--- config.mk ---
export PLATFORM = sky130hd
export DESIGN_NAME = pipeline_hazard_ctrl
export DESIGN_NICKNAME = d
export VERILOG_FILES = /design/src/rtl/hazard_pkg.sv /design/src/rtl/hz_sat_counter.sv /design/src/rtl/pipeline_hazard_ctrl.sv
export SDC_FILE = /design/constraint.sdc
export NUM_CORES = 1
export LEC_CHECK = 0
export CAP_MARGIN = 30
export CORE_ASPECT_RATIO = 0.9
export CORE_MARGIN = 4
export CORE_UTILIZATION = 50
export DETAILED_ROUTE_END_ITERATION = 12
export GPL_TIMING_DRIVEN = 0
export PLACE_DENSITY_LB_ADDON = 0.25
export SLEW_MARGIN = 20
export SYNTH_ARGS = -nofsm -noshare
export SYNTH_HDL_FRONTEND = slang
export SYNTH_SLANG_ARGS = --single-unit
--- constraint.sdc ---
create_clock -name CLK -period 4.51 [get_ports CLK]
set_input_delay 0.902 -clock CLK [delete_from_list [all_inputs] [get_ports CLK]]
set_output_delay 0.902 -clock CLK [all_outputs]
set_load 0.02 [all_outputs]
--- src/rtl/hazard_pkg.sv ---
// Shared types for the pipeline hazard controller: FSM state encoding and register-index type.
package hazard_pkg;

    localparam int REGW_DEF = 5;

    typedef logic [REGW_DEF-1:0] regbits_t;

    typedef enum logic {
        RUN    = 1'b0,
        DSTALL = 1'b1
    } hz_state_t;

endpackage

--- src/rtl/hz_sat_counter.sv ---
// Up-counter that saturates at MAX; synchronous clear has priority over increment.
module hz_sat_counter #(
    parameter int          W   = 16,
    parameter int unsigned MAX = 65535
) (
    input  logic         CLK,
    input  logic         nRST,
    input  logic         inc,
    input  logic         clr,
    output logic [W-1:0] cnt,
    output logic         at_max
);

    logic [W-1:0] r_cnt;

    assign cnt    = r_cnt;
    assign at_max = (r_cnt == W'(MAX));

    // Counter register: clear, saturating increment, or hold.
    always_ff @(posedge CLK or negedge nRST) begin
        if (!nRST) begin
            r_cnt <= '0;
        end else if (clr) begin
            r_cnt <= '0;
        end else if (inc && !at_max) begin
            r_cnt <= r_cnt + W'(1);
        end else begin
            r_cnt <= r_cnt;
        end
    end

endmodule

--- src/rtl/pipeline_hazard_ctrl.sv ---
// Hazard/stall controller: D-miss freeze with held redirects, load-use interlock,
// I-miss bubbles, redirect squash, saturating stall counter and sticky stall watchdog.
module pipeline_hazard_ctrl #(
    parameter int NLATCH    = 4,
    parameter int REDIR_LAT = 2,
    parameter int MEM_LAT   = 2,
    parameter int REGW      = 5,
    parameter int CNTW      = 16,
    parameter int TIMEOUT   = 1024
) (
    input  logic              CLK,
    input  logic              nRST,
    input  logic              ihit,
    input  logic              dhit,
    input  logic              mem_dREN,
    input  logic              mem_dWEN,
    input  logic              ex_memread,
    input  logic [REGW-1:0]   ex_rd,
    input  logic [REGW-1:0]   id_rs,
    input  logic [REGW-1:0]   id_rt,
    input  logic              redirect,
    output logic              pc_wen,
    output logic [NLATCH-1:0] latch_wen,
    output logic [NLATCH-1:0] latch_flush,
    output logic              redir_take,
    output logic [CNTW-1:0]   stall_cnt,
    output logic              hz_timeout
);

    import hazard_pkg::*;

    localparam int WDW = $clog2(TIMEOUT + 1);
    localparam logic [NLATCH-1:0] ALL_LAT     = {NLATCH{1'b1}};
    localparam logic [NLATCH-1:0] SQUASH_MASK = NLATCH'((64'd1 << REDIR_LAT) - 64'd1);
    localparam logic [NLATCH-1:0] IF_LAT      = NLATCH'(32'd1);
    localparam logic [NLATCH-1:0] BUBBLE_LAT  = NLATCH'(32'd2);

    // The memory-stage latch must exist and the squash window must fit in the pipe.
    if (MEM_LAT >= NLATCH || REDIR_LAT > NLATCH || NLATCH < 2) begin : g_bad_params
        $error("pipeline_hazard_ctrl: inconsistent latch parameters");
    end

    hz_state_t         r_state;
    hz_state_t         w_state_nxt;
    logic              r_pend;
    logic              w_pend_nxt;
    logic              r_timeout;
    logic              w_dmiss;
    logic              w_luse;
    logic              w_pc_wen;
    logic              w_redir_take;
    logic [NLATCH-1:0] w_wen;
    logic [NLATCH-1:0] w_flush;
    logic              w_stall;
    logic              w_stall_sat;
    logic [WDW-1:0]    w_wd_cnt;
    logic              w_wd_at_max;
    logic              w_unused;

    assign w_dmiss = (mem_dREN | mem_dWEN) & ~dhit;
    assign w_luse  = ex_memread & (ex_rd != '0) & ((ex_rd == id_rs) | (ex_rd == id_rt));
    assign w_stall = ~w_pc_wen;

    // Next-state and priority decode into PC and latch controls.
    always_comb begin
        w_state_nxt  = r_state;
        w_pend_nxt   = r_pend;
        w_pc_wen     = 1'b1;
        w_redir_take = 1'b0;
        w_wen        = ALL_LAT;
        w_flush      = '0;
        case (r_state)
            RUN: begin
                if (w_dmiss) begin
                    w_pc_wen    = 1'b0;
                    w_wen       = '0;
                    w_state_nxt = DSTALL;
                    w_pend_nxt  = r_pend | redirect;
                end else if (redirect) begin
                    w_redir_take = 1'b1;
                    w_flush      = SQUASH_MASK;
                end else if (w_luse) begin
                    w_pc_wen = 1'b0;
                    w_wen    = ALL_LAT & ~IF_LAT;
                    w_flush  = BUBBLE_LAT;
                end else if (!ihit) begin
                    w_pc_wen = 1'b0;
                    w_flush  = IF_LAT;
                end else begin
                    w_pc_wen = 1'b1;
                end
            end
            DSTALL: begin
                if (!dhit) begin
                    w_pc_wen   = 1'b0;
                    w_wen      = '0;
                    w_pend_nxt = r_pend | redirect;
                end else begin
                    // Data returns: everything advances; a held redirect squashes now.
                    w_state_nxt = RUN;
                    w_pend_nxt  = 1'b0;
                    if (r_pend | redirect) begin
                        w_redir_take = 1'b1;
                        w_flush      = SQUASH_MASK;
                    end else begin
                        w_flush = '0;
                    end
                end
            end
            default: begin
                w_pc_wen    = 1'b0;
                w_wen       = '0;
                w_state_nxt = RUN;
                w_pend_nxt  = 1'b0;
            end
        endcase
    end

    // Outputs are forced to a safe bubble-everything pattern while reset is held.
    always_comb begin
        if (!nRST) begin
            pc_wen      = 1'b0;
            latch_wen   = '0;
            latch_flush = ALL_LAT;
            redir_take  = 1'b0;
        end else begin
            pc_wen      = w_pc_wen;
            latch_wen   = w_wen;
            latch_flush = w_flush;
            redir_take  = w_redir_take;
        end
    end

    // FSM state, held-redirect flag and sticky watchdog flag.
    always_ff @(posedge CLK or negedge nRST) begin
        if (!nRST) begin
            r_state   <= RUN;
            r_pend    <= 1'b0;
            r_timeout <= 1'b0;
        end else begin
            r_state   <= w_state_nxt;
            r_pend    <= w_pend_nxt;
            r_timeout <= r_timeout | w_wd_at_max;
        end
    end

    hz_sat_counter #(
        .W   (CNTW),
        .MAX ((1 << CNTW) - 1)
    ) u_stall_cnt (
        .CLK    (CLK),
        .nRST   (nRST),
        .inc    (w_stall),
        .clr    (1'b0),
        .cnt    (stall_cnt),
        .at_max (w_stall_sat)
    );

    // Watchdog run length restarts whenever the PC advances.
    hz_sat_counter #(
        .W   (WDW),
        .MAX (TIMEOUT)
    ) u_watchdog (
        .CLK    (CLK),
        .nRST   (nRST),
        .inc    (w_stall),
        .clr    (~w_stall),
        .cnt    (w_wd_cnt),
        .at_max (w_wd_at_max)
    );

    assign hz_timeout = r_timeout | w_wd_at_max;
    assign w_unused   = ^{w_stall_sat, w_wd_cnt};

endmodule

Word-level counts from Yosys, hierarchy flattened

Index checks and enable logic that the tools add are counted.

Flip-flop bits (word level): 30

$add $sub $neg: 2
Equality and inequality tests: 5
Muxes and demuxes: 35
Bitwise logic cells: 10
Reduce and logical (&&, ||, !) cells: 6

Operator list:

| kind                                                            | number |
|---|---|
| 11-bit two-way mux                                              | 2 |
| 1-bit two-way mux                                               | 18 |
| 16-bit by 1-bit adder with 16-bit output, second input constant | 1 |
| 16-bit == test, second input constant                           | 1 |
| 4-bit two-way mux                                               | 4 |
| 4-bit case mux with 2 select lines                              | 2 |
| 11-bit by 1-bit adder with 11-bit output, second input constant | 1 |
| 11-bit == test, second input constant                           | 1 |
| 5-bit == test                                                   | 2 |
| 2-bit two-way mux                                               | 5 |
| 1-bit case mux with 2 select lines                              | 4 |
| 5-bit nonzero test                                              | 1 |
| 1-bit bitwise OR                                                | 4 |
| 1-bit bitwise AND                                               | 3 |
| 1-bit NOT                                                       | 3 |
| 1-bit logical AND                                               | 2 |
| 1-bit logical NOT                                               | 2 |
| 2-bit inequality test, second input constant                    | 1 |
| 2-bit nonzero test                                              | 1 |

Longest topological paths before layout

Word-level depth: 11
Mapped depth: 8

Cells and area by module

Synthesis repeated with hierarchy kept, for this count alone.

Cell total of the unflattened synthesis: 236
Area, all modules: 2088.3 um^2

Modules (own cells, without submodules):

| module                       | instances | cells each | area each (um^2) | seq. area each (um^2) |
|---|---|---|---|---|
| hz_sat_counter (u_stall_cnt) | 1         | 102        | 959.7            | 400.4 |
| hz_sat_counter (u_watchdog)  | 1         | 78         | 705.7            | 275.3 |
| pipeline_hazard_ctrl         | 1         | 56         | 422.9            | 75.1 |

Worst setup path after synthesis

OpenSTA, ideal clock, no wires.

Path type: input port to output port
Start: input ex_rd[1]
End: output latch_flush[0]
Data arrival time: 2.591 ns
Required time: 3.608 ns
Setup slack: 1.017 ns
Stages on the path: 4
Cell sequence: or4_1 -> o21ai_0 -> nor2_1 -> o311ai_0

Longest elaborated chain between the ends: 8
Elaborated cells on any way between the ends: 11
Classes of those cells: 2 x eq/ne; 5 x mux; 3 x bitwise; 1 x reduce/logical

RTL lines:

| what                                                         | line                        | RTL |
|---|---|---|
| start, declared                                              | pipeline_hazard_ctrl.sv:18  | `input logic [REGW-1:0] ex_rd,` |
| 5-bit == test / 5-bit nonzero test (equally long branches)   | pipeline_hazard_ctrl.sv:61  | `assign w_luse = ex_memread & (ex_rd != '0) & ((ex_rd == id_rs) \| (ex_rd == id_rt));` |
| 1-bit bitwise OR / 1-bit bitwise AND (equally long branches) | pipeline_hazard_ctrl.sv:61  |  |
| 1-bit bitwise AND *                                          | pipeline_hazard_ctrl.sv:61  |  |
| 2-bit two-way mux *                                          | pipeline_hazard_ctrl.sv:82  | `end else if (w_luse) begin` |
| 2-bit two-way mux *                                          | pipeline_hazard_ctrl.sv:79  | `end else if (redirect) begin` |
| 2-bit two-way mux *                                          | pipeline_hazard_ctrl.sv:74  | `if (w_dmiss) begin` |
| 4-bit case mux with 2 select lines *                         | pipeline_hazard_ctrl.sv:72  | `case (r_state)` |
| 4-bit two-way mux *                                          | pipeline_hazard_ctrl.sv:121 | `if (!nRST) begin` |
| end, declared                                                | pipeline_hazard_ctrl.sv:24  | `output logic [NLATCH-1:0] latch_flush,` |

Mark *: on every way between the ends. The rest lies on a longest branch, timed or not. The select of a mux whose other input is x is not followed.

Worst setup path after layout

Start: input ex_rd[2]
End: output pc_wen

Longest elaborated chain between the ends: 8
Elaborated cells on any way between the ends: 11
Classes of those cells: 2 x eq/ne; 5 x mux; 3 x bitwise; 1 x reduce/logical

RTL lines:

| what                                                         | line                        | RTL |
|---|---|---|
| 5-bit == test / 5-bit nonzero test (equally long branches)   | pipeline_hazard_ctrl.sv:61  |  |
| 1-bit bitwise OR / 1-bit bitwise AND (equally long branches) | pipeline_hazard_ctrl.sv:61  |  |
| 1-bit bitwise AND *                                          | pipeline_hazard_ctrl.sv:61  |  |
| 1-bit two-way mux *                                          | pipeline_hazard_ctrl.sv:82  |  |
| 1-bit two-way mux *                                          | pipeline_hazard_ctrl.sv:79  |  |
| 1-bit two-way mux *                                          | pipeline_hazard_ctrl.sv:74  |  |
| 1-bit case mux with 2 select lines *                         | pipeline_hazard_ctrl.sv:72  |  |
| 1-bit two-way mux *                                          | pipeline_hazard_ctrl.sv:121 |  |
| end, declared                                                | pipeline_hazard_ctrl.sv:22  | `output logic pc_wen,` |

Mark *: on every way between the ends. The rest lies on a longest branch, timed or not.

==> metrics.md <==
| Metric | Value |
|---|---|
| Area Overhead vs Synth | 37.96% |
| Kind of cell adding the most delay to the critical path | buffers and inverters |
| Post-place instance area | 0.002196 sq mm |
| PostCTS Resize Cnt | 0 |
| Via count | 1448 |
| Critical path capture point type | primary output |
| Top Ports | 50 |
| Gpl congestion | between 0.7 and 0.8 |
| Routed WL per cell | about 15 microns |
| Die X | about 69 microns |
| Root buffer cell | clkbuf_8 |
| Cell mode on critical path | clkdlybuf4s50_1 |
| CTS Buffer Depth | 2 |
| CTS Sinks | 30 |
| GRT Overall Usage | between 20% and 30% |
| Sequential area share after synthesis | a little under half |
| Hold Buf Count CTS | 0 |
| Synth Flop Type | dfrtp_1 |
| Synth Instances | about 170 |
| Syn nets | 197 |
| Max-cap viol count | 0 |
| Synth Area per Inst | about 9.7 sq um |
| RR Startpoint | u_stall_cnt.cnt[5] |
| Effective utilization at floorplan | 53.23% |
| WHS | just under 0.5 ns |
| Sw power | roughly 290 uW |
| Netlist cell types | 35 |
| P per Cell Area | 376.8 mW/mm^2 |
| Clock share of power | approximately 26% |
| Count leader, synth | dfrtp_1 |
| DIE AREA | around 0.0043 sq mm |
| Worst setup path start | ex_rd[2] |
| Period minus WS final | 4.303 ns |
| Asr flop ratio synth | 100.0% |
| Crit Path Class | in -> out |
| Worst EP required | about 3.6 ns |
| Vias in the first global route | between 1000 and 1500 |
| Worst-case vdd ir drop | 0.0003868 V |
| Initial antenna violation count | 0 |
| Register bit total from synthesis | 30 |
| Stages on the worst setup path | 7 |
| CP Capture Point | pc_wen |
| Cell count of the worst reg-to-reg path | 7 |
| Synthesized area | 0.001658 sq mm |
| Core Box Area | a little over 0.003 sq mm |
| Peak per-stage delay on the critical path | approximately 0.60 ns |
| Worst flop-to-flop path endpoint | u_stall_cnt.cnt[1] |
| Slew headroom | around 53% |
| CP Buf/Inv Count | 2 |
| Largest net degree at the start of global routing | 35 |
| Die Ht | around 63 microns |
| Worst reg2reg setup slack | between 1.5 and 2 ns |
| Worst path slowest cell | clkdlybuf4s50_1 |
| Antenna cells | 0 |
| Drt drc | 0 |
| Setup Buffers After CTS | 0 |
| Sw Ratio | around 34% |
| DR vias/cell | 5.363 |
| Final layout net count | 253 |
| EDFF count, synth | 0 |
| CTS clock-pin slew for the worst setup and hold paths | roughly 0.060 ns |
| Int Power | about 570 uW |
| Synth top area share | ~45% |
| Final max-slew violation count | 0 |
| P_leak | a little over 1 nW |
| Ranking of synthesized cells by area | dfrtp_1, xor2_1, nor2_1 |
| Crit path DAT | about 3.4 ns |
| Seq pwr share | 42.5% |
| Grt ovf | 0 |
| WHS Path Cells | 1 |
| Final WL | 3984 microns |
| Fin Clk Skew | just over 0.006 ns |
| Synth cell count leaders | dfrtp_1, xor2_1, nor2_1 |
| Synth warn | 0 |
| Actual slew at the worst max-slew pin | ~0.70 ns |
| Site Rows | 19 |
| Final Cell Area | 0.002287 sq mm |
| CTS H-tree lvls | 2 |
| Worst min path class | reg -> reg |
| Share of layout cells above drive strength 1 | around 7.5% |
| Starting DRT DRC Count | 89 |
| Cell Chain, Critical Path | clkdlybuf4s50_1 -> or4_1 -> o21ai_0 -> o21ai_1 -> a21oi_1 -> and2_1 -> clkdlybuf4s50_1 |
| PortBufs | around 50 |
| Worst Path Max Fanout | 3 |
| First-pass detailed-route iteration total | 4 |
| Post-detailed-route count of antenna-violating nets | 0 |
| Combinational Power Share | 31.8% |
| CTS tree | yes |
| Finish-stage setup viols | 0 |
| Crit path launch type | primary input |
| Tcrit/Tclk final | 95.42% |
| Peak Freq | 232.4 MHz |
| Dpl hpwl | between 2000 and 3000 microns |
| Endpoints failing hold | 0 |
| Cell taking the most area after synthesis | dfrtp_1 |
| Worst-Skew Late Latency | just under 0.3 ns |
| CTS Buf Count | 5 |
| Global-route wire length before repair | between 6000 and 7000 microns |
| Status | finished, final reports clean |
| RSZ-0062 raised after global routing | false |
| Total power | 861.8 uW |
power by group through the flow:
stage	registers, mW	logic (mW)	clock network, mW
after floorplan	0.397	0.107	0
after global placement	0.365	0.267	0
after detailed placement	0.368	0.275	0
after CTS	0.364	0.277	0.225
after global routing	0.373	0.298	0.239
final	0.366	0.274	0.222
state kept, by name, summed over array words and instances, names as in the netlist:
register / count
r_pend: 1
r_state: 1
r_timeout: 1
u_stall_cnt.cnt: 16
u_watchdog.cnt: 11
worst min-delay path by stage:
| stage | startpoint | to | slack [ns] |
|---|---|---|---|
| final | r_timeout | r_timeout | 0.49 |
| after global routing | r_pend | r_pend | 0.51 |
| after CTS | r_timeout | r_timeout | 0.50 |
| after detailed placement | r_pend | r_pend | 0.48 |
| after global placement | r_timeout | r_timeout | 0.45 |
| after floorplan | r_pend | r_pend | 0.46 |
worst register-to-register path, delay by kind of cell, from the launching register on:
| kind | cells | cell delay [ns] |
|---|---|---|
| and+or+nand+nor | 4 | 1.17 |
| muxes | 1 | 0.32 |
| AOI/OAI and AO/OA | 1 | 0.26 |
| buffers and inverters | 1 | 0.20 |
| DFF | 1 | 0.51 |
cell families after synthesis:
| kind of cell | after synthesis | share of synthesized area (%) |
|---|---|---|
| buf+inv | 11 | 3.622 |
| xor+xnor | 34 | 17.96 |
| simple gates | 78 | 23.47 |
| flops | 30 | 45.28 |
| compound gates | 13 | 6.038 |
| mux | 2 | 1.358 |
| fa+ha+maj | 3 | 2.264 |
metrics by stage:
stage               utilization [%]  setup slack [ns]  std cells  TNS (ns)
finish                        73.44            0.2066        270         0
global route                  73.44           0.08758        270         0
CTS                           73.44            0.2125        270         0
detailed placement            70.51            0.2146        262         0
global placement              70.67          -0.09574        262  -0.09574
floorplan                         -             1.017        171         0
layout make-up:
type                    instances  area (sq um)
well taps                      42         52.55
fillers                       234         827.0
flip-flops and latches         30         750.7
multi-input cells             130         847.1
inverters                       6         22.52
plain buffers                   5         37.54
clock inverters                 1         5.005
repair buffers                 49         485.5
clock buffers                   7         86.33
cells in the final DEF (no fill, tap or decap), drive strengths merged, types with 3 or more instances in the layout:
master and n:
and3 3, o21ai 4, and2 4, inv 6, nand2 13, nor2 27
xor2 28, nor3 7, dfrtp 30, clkdlybuf4s50 48, nor4 5, nand3 8
buf 5, xnor2 6, clkbuf 8, ha 3, nand4 4
routing by layer:
metal / global-route usage [%] / wire length, microns / up-vias / part of all wire, %
met4: 7.543 / 95 / 0 / 2.4
met2: 32.18 / 1925 / 49 / 48
li1: - / - / 694 / -
met1: 27.02 / 1703 / 695 / 43
met3: 7.734 / 259 / 10 / 6.5
met5: 0 / 0 / - / 0
Note: power is estimated with default switching activity, not from simulation.
